<file path="src/rtl/clk_switch_n_pkg.sv">
// -----------------------------------------------------------------------------
// clk_switch_n_pkg
//
// Shared definitions for the N-input glitch-free clock switch.
//
//   CLK_SWITCH_N_MAX_CLK    largest supported number of source clocks
//   CLK_SWITCH_N_MAX_SYNC   largest supported synchroniser depth per channel
//   CLK_SWITCH_N_SEL_MAX_W  width of a select index at the largest N_CLK
//
//   clk_switch_n_sel_onehot(sel_idx, n_clk)
//     One-hot decode of a binary select index, always CLK_SWITCH_N_MAX_CLK
//     bits wide. An index >= n_clk decodes to all zeros, so an out-of-range
//     select requests no channel at all.
// -----------------------------------------------------------------------------
package clk_switch_n_pkg;

  localparam int CLK_SWITCH_N_MAX_CLK   = 16;
  localparam int CLK_SWITCH_N_MAX_SYNC  = 4;
  localparam int CLK_SWITCH_N_SEL_MAX_W = $clog2(CLK_SWITCH_N_MAX_CLK);

  // Per-channel vector at the largest supported channel count.
  typedef logic [CLK_SWITCH_N_MAX_CLK-1:0]   clk_switch_n_vec_t;
  // Select index at the largest supported channel count.
  typedef logic [CLK_SWITCH_N_SEL_MAX_W-1:0] clk_switch_n_sel_t;

  function automatic clk_switch_n_vec_t clk_switch_n_sel_onehot(
    input clk_switch_n_sel_t sel_idx,
    input int unsigned       n_clk
  );
    clk_switch_n_vec_t oh;
    oh = '0;
    if (32'(sel_idx) < n_clk) begin
      oh[sel_idx] = 1'b1;
    end
    return oh;
  endfunction

endpackage : clk_switch_n_pkg

</file>
<file path="src/rtl/clk_switch_n_chan.sv">
// -----------------------------------------------------------------------------
// clk_switch_n_chan
//
// One channel of the N-input clock switch. The channel's request is
// re-timed into its own clock domain by SYNC_STAGES rising-edge flops and
// then captured by a single falling-edge flop, the channel enable. Because
// the enable only moves on a falling edge of its own clock, gating that
// clock with the enable can never cut a high phase short or create a runt.
//
// Handshake: i_req is a level request from the top; o_en is the
// acknowledgement, following i_req after SYNC_STAGES rising edges plus one
// falling edge of i_clk. There is no back-pressure; the top only ever drops
// or raises i_req and observes o_en / o_occupied.
//
// Parameters
//   SYNC_STAGES  rising-edge synchroniser depth, 0..CLK_SWITCH_N_MAX_SYNC
//                (0 only when i_req is already related to i_clk)
//   RST_VAL      reset value of every flop in this channel
//
// Ports
//   i_clk       input   source clock of this channel
//   rst         input   asynchronous, active-low reset
//   i_req       input   request to enable this channel (asynchronous)
//   o_en        output  channel enable flop (falling-edge timed)
//   o_occupied  output  high while any flop of the channel holds a 1, i.e.
//                       the channel is enabled or an enable is in flight
// -----------------------------------------------------------------------------
module clk_switch_n_chan
  import clk_switch_n_pkg::*;
#(
  parameter int   SYNC_STAGES = 2,
  parameter logic RST_VAL     = 1'b0
) (
  input  logic i_clk,
  input  logic rst,
  input  logic i_req,
  output logic o_en,
  output logic o_occupied
);

  logic w_sync_out;
  logic w_chain_any;
  logic r_en;

  generate
    if (SYNC_STAGES > 0) begin : g_sync
      logic [SYNC_STAGES-1:0] r_sync;

      // Plain shift chain: stage 0 samples the asynchronous request, the
      // remaining stages give metastability time before the enable flop.
      always_ff @(posedge i_clk or negedge rst) begin
        if (!rst) begin
          r_sync <= {SYNC_STAGES{RST_VAL}};
        end else begin
          r_sync[0] <= i_req;
          for (int k = 1; k < SYNC_STAGES; k++) begin
            r_sync[k] <= r_sync[k-1];
          end
        end
      end

      assign w_sync_out  = r_sync[SYNC_STAGES-1];
      assign w_chain_any = |r_sync;
    end else begin : g_nosync
      // Related clocks: the request goes straight to the enable flop.
      assign w_sync_out  = i_req;
      assign w_chain_any = 1'b0;
    end
  endgenerate

  // Falling-edge enable: changes only while i_clk is low.
  always_ff @(negedge i_clk or negedge rst) begin
    if (!rst) begin
      r_en <= RST_VAL;
    end else begin
      r_en <= w_sync_out;
    end
  end

  assign o_en       = r_en;
  assign o_occupied = r_en | w_chain_any;

endmodule : clk_switch_n_chan

</file>
<file path="src/rtl/clk_switch_n.sv">
// -----------------------------------------------------------------------------
// clk_switch_n
//
// Glitch-free clock multiplexer for N_CLK mutually asynchronous sources.
// Each source owns a channel (clk_switch_n_chan) whose enable is timed in
// that source's own domain. A channel is only requested once every other
// channel has drained, so at most one enable is ever set and the output is
// held low for the (unbounded) gap between the old enable falling and the
// new one rising.
//
// Parameters
//   N_CLK        number of source clocks, 2..CLK_SWITCH_N_MAX_CLK
//   SYNC_STAGES  synchroniser depth per channel, 0..CLK_SWITCH_N_MAX_SYNC
//   SEL_W        derived select width, $clog2(N_CLK)
//
// Ports
//   clk        input   [N_CLK]  source clocks, bit i is channel i
//   rst        input   1        asynchronous, active-low reset
//   sel        input   [SEL_W]  binary index of the requested source;
//                               values >= N_CLK select nothing
//   clk_out    output  1        muxed clock
//   active_oh  output  [N_CLK]  channel enable flops (at most one set)
//   busy       output  1        high while active_oh differs from the
//                               one-hot decode of sel
//
// active_oh and busy are asynchronous status; synchronise before use.
//
// Build option: define CLK_SWITCH_N_DEFAULT_CH0_EN to make channel 0 come
// out of reset already enabled, so clk_out follows clk[0] during and right
// after reset. Without it, every channel resets disabled and clk_out is low.
// -----------------------------------------------------------------------------
module clk_switch_n
  import clk_switch_n_pkg::*;
#(
  parameter  int N_CLK       = 4,
  parameter  int SYNC_STAGES = 2,
  localparam int SEL_W       = $clog2(N_CLK)
) (
  input  logic [N_CLK-1:0] clk,
  input  logic             rst,
  input  logic [SEL_W-1:0] sel,
  output logic             clk_out,
  output logic [N_CLK-1:0] active_oh,
  output logic             busy
);

`ifdef CLK_SWITCH_N_DEFAULT_CH0_EN
  localparam logic CH0_RST_VAL = 1'b1;
`else
  localparam logic CH0_RST_VAL = 1'b0;
`endif

  clk_switch_n_sel_t  w_sel_ext;
  clk_switch_n_vec_t  w_dec;
  clk_switch_n_vec_t  w_active_ext;
  logic [N_CLK-1:0]   w_req;
  logic [N_CLK-1:0]   w_en;
  logic [N_CLK-1:0]   w_occ;

  // ---------------------------------------------------------------------------
  // Select decode (zero when sel is out of range)
  // ---------------------------------------------------------------------------
  always_comb begin
    w_sel_ext            = '0;
    w_sel_ext[SEL_W-1:0] = sel;
  end

  assign w_dec = clk_switch_n_sel_onehot(w_sel_ext, N_CLK);

  // ---------------------------------------------------------------------------
  // Requests
  //
  // A channel is requested only when it is selected and no other channel is
  // occupied. "Occupied" covers the synchroniser chain as well as the enable:
  // if sel moves on while a request pulse is still travelling down one chain,
  // that pulse must finish (and drain) before any other channel may start,
  // otherwise two enables could rise from overlapping in-flight requests.
  // When a channel is enabled its chain is full of ones and empties before
  // the enable drops, so this adds no latency to an ordinary handoff.
  // ---------------------------------------------------------------------------
  always_comb begin
    w_req = '0;
    for (int i = 0; i < N_CLK; i++) begin
      w_req[i] = w_dec[i] & ~(|(w_occ & ~(N_CLK'(1) << i)));
    end
  end

  // ---------------------------------------------------------------------------
  // Channels
  // ---------------------------------------------------------------------------
  generate
    for (genvar i = 0; i < N_CLK; i++) begin : g_chan
      clk_switch_n_chan #(
        .SYNC_STAGES (SYNC_STAGES),
        .RST_VAL     ((i == 0) ? CH0_RST_VAL : 1'b0)
      ) u_chan (
        .i_clk      (clk[i]),
        .rst        (rst),
        .i_req      (w_req[i]),
        .o_en       (w_en[i]),
        .o_occupied (w_occ[i])
      );
    end
  endgenerate

  // ---------------------------------------------------------------------------
  // Output clock and status
  //
  // Each enable only moves while its own clock is low, so the AND-OR below
  // passes whole high phases of the selected source and nothing else.
  // ---------------------------------------------------------------------------
  assign clk_out   = |(w_en & clk);
  assign active_oh = w_en;

  always_comb begin
    w_active_ext            = '0;
    w_active_ext[N_CLK-1:0] = w_en;
  end

  assign busy = (w_active_ext != w_dec);

endmodule : clk_switch_n
</file>
<file path="config.mk">
export PLATFORM = sky130hd
export DESIGN_NAME = clk_switch_n
export DESIGN_NICKNAME = d
export VERILOG_FILES = /design/src/rtl/clk_switch_n_pkg.sv /design/src/rtl/clk_switch_n_chan.sv /design/src/rtl/clk_switch_n.sv
export SDC_FILE = /design/constraint.sdc
export NUM_CORES = 1
export LEC_CHECK = 0
export CORE_AREA = 2 2 39 41
export CTS_CLUSTER_SIZE = 20
export DETAILED_ROUTE_END_ITERATION = 10
export DIE_AREA = 0 0 41 43
export SYNTH_ARGS = -nofsm -noshare
export SYNTH_HDL_FRONTEND = slang
export SYNTH_SLANG_ARGS = --single-unit
</file>
<file path="constraint.sdc">
create_clock -name clk -period 3.9 [get_ports clk]
set_clock_uncertainty 0.1 [all_clocks]
set_input_delay 0.78 -clock clk [delete_from_list [all_inputs] [get_ports clk]]
set_output_delay 0.78 -clock clk [all_outputs]
set_load 0.01 [all_outputs]
</file>
Word level (Yosys, flattened, before mapping)
Index checks and enable logic that the tools add are counted.
{ "totals": {"wordCells": 38, "input_bits": 7, "ff_bits": 12} }
{ "op_classes": {"n_eq_ne": 1, "muxes": 3, "n_reduce_logical": 10, "magnitude_cmp": 3, "bitwise": 13} }
{ "ops": {"columns": ["operator", "count"], "rows": [
  ["$reduce_or 3->1", 4],
  ["$reduce_or 2->1", 4],
  ["$lt 2x5->1 const B", 1],
  ["$and 1x1->1", 4],
  ["$and 4x4->4", 1],
  ["$mux 4", 1],
  ["$ne 4x4->1", 1],
  ["$not 1->1", 4],
  ["$or 1x1->1", 4],
  ["$reduce_or 4->1", 1],
  ["$lt 2x3->1 const B", 1],
  ["$demux 1 s2", 1],
  ["$ge 2x1->1 const B", 1],
  ["$logic_and 1x1->1", 1],
  ["$mux 1", 1]
]} }

Depth between registers and ports, before layout
Gate-level depths: netlist (run 1).
{ "depth": {"word_depth": 6, "ltp_mapped": 3, "mapped_depth_nobuf": 3} }

Hierarchy
Synthesis (run 1) repeated with hierarchy kept, for this count alone.
{ "unflattened": {"hier_cells": 34, "hier_area_um2": 445.4} }
{ "by_module_without_submodules": {"columns": ["module", "area_each_um2", "instances", "cells_each"], "rows": [
  ["clk_switch_n_chan", 81.3, 4, 4],
  ["clk_switch_n", 120.1, 1, 18]
]} }

==> results of run 1 <==
-- worst max path at each step --
stage	endpoint	slack (ns)	depth (start not counted)
2_1_floorplan	busy	-0.13	3
5_1_grt	busy	-0.64	4
6_report	busy	-0.57	4
4_1_cts	busy	-0.62	4
3_5_place_dp	busy	-0.53	4
3_3_place_gp	busy	-0.52	4
-- metrics by stage --
stage	area [µm²]	power [W]	TNS, ns	setup slack [ns]	hold WS (ns)
2_1_floorplan	480	0.000334	-0.134	-0.134	0.246
3_3_place_gp	606	0.000431	-0.649	-0.520	0.256
3_5_place_dp	606	0.000431	-0.660	-0.533	0.263
4_1_cts	845	0.000888	-0.972	-0.620	0.283
5_1_grt	851	0.000952	-1.02	-0.638	0.286
6_report	851	0.000882	-0.843	-0.567	0.278
-- kinds of logic (layout without fill, tap and decap cells) --
family	Yosys count	in the layout	share of synthesized area, %
AND/OR/NAND/NOR	20	20	23.4
flip-flops	12	12	62.5
AO/OA/AOI/OAI	4	4	7.81
buffers and inverters	4	48	6.25
-- cells in the final DEF (no fill, tap or decap), drive strengths merged --
cell type / count
clkbuf: 28
nand3: 1
a22oi: 2
nand2: 3
dfrtp: 8
or2: 1
nand2b: 1
clkdlybuf4s50: 3
nor2: 3
dfrtn: 4
a211oi: 1
or3b: 2
a2111oi: 1
nor4: 2
buf: 17
nor3: 3
or3: 2
nand3b: 2
-- flip-flops by register name, summed over array words and instances (netlist names) --
signal	flops
g_chan.u_chan.g_sync.r_sync	8
g_chan.u_chan.o_en	4
-- what timing repair did --
action / 4_1_cts / 5_1_grt
pin swaps: 3 / 2
gates resized for setup: 32 / 4
buffers inserted: 5 / 3
endpoints found under the setup margin: 6 / 5
-- critical path, stage by stage, from the launching register on --
cell and delay (ns):
dfrtn_1 0.36, or3b_1 0.40, a2111oi_2 0.30, nor2_1 0.08, buf_2 0.14
-- power breakdown --
part	leakage (nW)	internal (W)	switching [W]	total, W
Combinational	0.137	0.000131	0.000106	0.000238
Sequential	0.163	0.000177	0.0000291	0.000206
Clock	0.129	0.000307	0.000131	0.000438
Total	0.428	0.000616	0.000266	0.000882
-- per-layer routing --
layer,vias up,track usage [%]
li1,228,-
met1,250,22.5
met2,30,27.8
met3,4,31.9
met4,0,29.3
met5,-,0
-- area by class of cell --
cell class / instances / area, µm²
Timing Repair Buffer: 19 / 175
Sequential cell: 12 / 300
Tap cell: 16 / 20.0
Clock buffer: 29 / 200
Fill cell: 114 / 533
Multi-Input combinational cell: 24 / 155
==> results.toml, run 1 <==
[route]
vias = 512
wl_per_cell_um = 13.9
top_layer_used = "met4"
finalWirelength_um = 1390
wl_met1_um = 562
drt_iter0_markers = 11
ant_nets = 0
route.detailed.drc = 0
drt-vias-per-instance = 5.12
drt_first_pass_iters = 4
wl_met3_um = 125
wl_met2_um = 677

[final_layout]
fin_cells = 100
drive_above_1_share_pct = 51.2
final_net_count = 89
post-route-util_pct = 61.5
area_growth_pct = 77.1
diodes = 0

[pwr]
p_per_area_mw_per_mm2 = 1040
p_leak_nw = 0.428
peakVddDrop_uv = 428

[clocking]
cts_tree = "yes"
clk_latency_ns = 0.37
cts.hold.buffers_added = 0
clkTransAtPathRegs_ns = 0.04

[sta]
grt_setup_unrepaired = "yes"
slew_headroom_pct = 74.0
final_max_slew_viol_count = 0
hold_viol_final = 0
final-setup-viol-count = 3
worst_slack_ns = -0.567
tightest_slew_ns = 0.389

[placed_design]
placed_cells = 67
port_buffers = 9
dp_hpwl_um = 668
gp_congestion = 0.769

[status]
outcome = "complete, but fails checks"
violations = "negative setup slack"

[yosys]
postSynthCellCount = 40
ys_seq_area_share_pct = 62.5
synth_top_cell_by_area = "dfrtp_1"
syn_nets = 47
yosys_warnings = 0
synthesis.area_um2 = 480
synth.most_common_cell = "dfrtp_1"
ys_types = 16
synth_top_area_share_pct = 41.7
async_reset_ff_share_pct = 100
ys_seq_elements = 12
syn_avg_cell_area_um2 = 12.0
synth-edff-count = 0
synth_flop_cell = "dfrtp_1"
yosys-top-cells-area = "dfrtp_1 (42%), dfrtn_1 (21%), buf_4 (6.3%)"
synth_common_cells = "dfrtp_1 (8), buf_4 (4), dfrtn_1 (4)"

[grt]
grt_usage_pct = 26.6
first_global_vias = 628
grt_max_degree = 10
grt-ovfl-total = 0
grt_first_pass_wirelength_um = 2490
antenna_found_initial = 0

[worst_hold_path]
holdCritPathClass = "reg2reg"
holdPathEnd = "g_chan[0].u_chan.g_sync.r_sync[1]"
hp-start = "g_chan[0].u_chan.g_sync.r_sync[0]"
hold_depth = 0

[worst_setup_path]
startpoint = "g_chan[1].u_chan.o_en"
reg2reg_slack_ns = 0.57
start_kind = "flop"
reg2regPathDepth = 3
cp.arrival_ns = 3.59
path_max_fanout = 2
reg2reg_from = "g_chan[3].u_chan.o_en"
r2r_end = "g_chan[1].u_chan.g_sync.r_sync[0]"
criticalPathCategory = "reg2out"
critPathCaptureType = "output port"
cp.required_ns = 3.02

[floorplan]
die_area_mm2 = 0.00176
core_mm2 = 0.00138
start_util_pct = 34.7
ios = 13
die_h_um = 43
die_x_um = 41
rows = 14

[job]
drv_cap = 0
(Power assumes the default switching activity.)
==> run 2: changes to the inputs <==
PLACE_DENSITY = 0.65   (was not set)
clock period = 3.75 ns   (was 3.9 ns; I/O delays follow)
==> run 2 against run 1 <==
  * The run still ends with negative setup slack left
  * Sequential share of layout area decreased by 0.76 points
  * Combinational power increased by 11%
  * Final area increased by 2.2%
  * Critical path depth unchanged
  * Setup slack got worse by 0.065 ns
  * Via count increased by 2.7%
  * Register-to-register slack got worse by 0.22 ns
  * Wire length increased by 6.0%
  * Global-route usage decreased by 1.4 points
  * Final cell count decreased by 1.0%
  * Largest power group unchanged
==> results.toml, run 2 (synthesis results as in run 1) <==
[pwr]
swShare_pct = 31.3
switching_power_w = 0.000295
power_frac_clock_pct = 49.2
pwr-share-seq_pct = 22.6
power_w = 0.000942
internal-power_w = 0.000647
peakVddDrop_uv = 450
p_per_area_mw_per_mm2 = 1080
combPwrFrac_pct = 28.2
p_leak_nw = 0.424

[worst_setup_path]
start_kind = "flop"
reg2regPathDepth = 4
cp.arrival_ns = 3.53
critPathCaptureType = "output port"
reg2reg_from = "g_chan[3].u_chan.o_en"
criticalPathCategory = "reg2out"
reg2reg_slack_ns = 0.35
r2r_end = "g_chan[1].u_chan.g_sync.r_sync[0]"
cp.required_ns = 2.90
startpoint = "g_chan[0].u_chan.o_en"
path_max_fanout = 2

[sta]
final-setup-viol-count = 4
grt_setup_unrepaired = "yes"
slew_headroom_pct = 73.5
hold_viol_final = 0
tightest_slew_ns = 0.397
setup_tns_ns = -1.14
worst_slack_ns = -0.632
final_max_slew_viol_count = 0

[placed_design]
gp_congestion = 0.839
port_buffers = 9
placed_cells = 67
place_ws_ns = -0.581
dp_hpwl_um = 741

[floorplan]
rows = 14
die_h_um = 43
ios = 13
die_area_mm2 = 0.00176
start_util_pct = 34.7
core_mm2 = 0.00138
die_x_um = 41

[route]
vias = 526
finalWirelength_um = 1470
drt_iter0_markers = 28
drt_first_pass_iters = 4
drt-vias-per-instance = 5.31
ant_nets = 0
route.detailed.drc = 0
wl_per_cell_um = 14.9

[final_layout]
fin_cells = 99
final_common_cell = "clkbuf_4"
drive_above_1_share_pct = 53.0
largest_reg_flops = 8
diodes = 0
fillers = 120
layout_common_cells = "clkbuf_4 (24), dfrtp_1 (8), buf_6 (8), buf_4 (5)"
area_growth_pct = 81.0
post-route-util_pct = 62.8
largest-register = "g_chan.u_chan.g_sync.r_sync"
final_net_count = 88

[grt]
grt_usage_pct = 25.2
grt_first_pass_wirelength_um = 2660
grt_max_degree = 10
grt-ovfl-total = 0
first_global_vias = 613
antenna_found_initial = 0

[clocking]
clk_latency_ns = 0.38
cts_tree = "yes"
clkTransAtPathRegs_ns = 0.04

[worst_hold_path]
holdPathEnd = "g_chan[3].u_chan.g_sync.r_sync[1]"
hold_depth = 0
hp-start = "g_chan[3].u_chan.g_sync.r_sync[0]"
holdCritPathClass = "reg2reg"

[job]
drv_cap = 0

[status]
outcome = "complete, but fails checks"
violations = "negative setup slack"
[run 2: how the worst max path moves through the flow]
stage | cells past startpoint | to | slack (ns)
6_report | 4 | busy | -0.63
4_1_cts | 4 | busy | -0.65
2_1_floorplan | 3 | busy | -0.18
3_3_place_gp | 4 | busy | -0.55
3_5_place_dp | 4 | busy | -0.58
5_1_grt | 4 | busy | -0.68
[run 2: metrics by stage]
| stage | cell area [µm²] | hold WS (ns) |
|---|---|---|
| after floorplan | 480 | 0.246 |
| after global routing | 870 | 0.274 |
| after CTS | 855 | 0.267 |
| final | 870 | 0.265 |
| after detailed placement | 606 | 0.263 |
| after global placement | 606 | 0.257 |
[run 2: critical path, stage by stage, from the launching register on]
cell and delay (ns):
dfrtn_1 0.40, or3b_4 0.39, a2111oi_4 0.29, nor2_1 0.06, buf_2 0.14
[run 2: routing by layer]
layer  track usage, %  vias up  routed length [µm]
met5                0        -                   0
met3             28.3        8                 170
met1             24.0      242                 579
met4             24.0        0                  42
met2             26.9       45                 682
li1                 -      231                   -
[run 2: area by class of cell]
class / instances / area [µm²] / area share (%)
clock buffers: 29 / 200 / 23.0
multi-input cells: 24 / 175 / 20.1
flip-flops and latches: 12 / 300 / 34.5
well taps: 16 / 20.0 / 2.30
repair buffers: 18 / 174 / 20.0
[run 2: power by group through the flow]
| stage | registers, W | logic, W | clock network (W) |
|---|---|---|---|
| floorplan | 0.000218 | 0.000109 | 0.0000198 |
| global placement | 0.000208 | 0.000197 | 0.0000405 |
| detailed placement | 0.000211 | 0.000200 | 0.0000405 |
| CTS | 0.000213 | 0.000246 | 0.000476 |
| global route | 0.000219 | 0.000291 | 0.000515 |
| finish | 0.000213 | 0.000265 | 0.000463 |
[run 2: repair_timing]
action	CTS	global route
endpoints found under the setup margin	6	6
pin swaps	1	1
buffers inserted	2	3
resized for setup	35	1
hold buffers	0	0
==> run 3: changes to the inputs <==
CTS_CLUSTER_DIAMETER = 120   (was not set)
==> results of run 3 <==
Same layout as run 2: the final DEF is identical, and so are final timing and power.
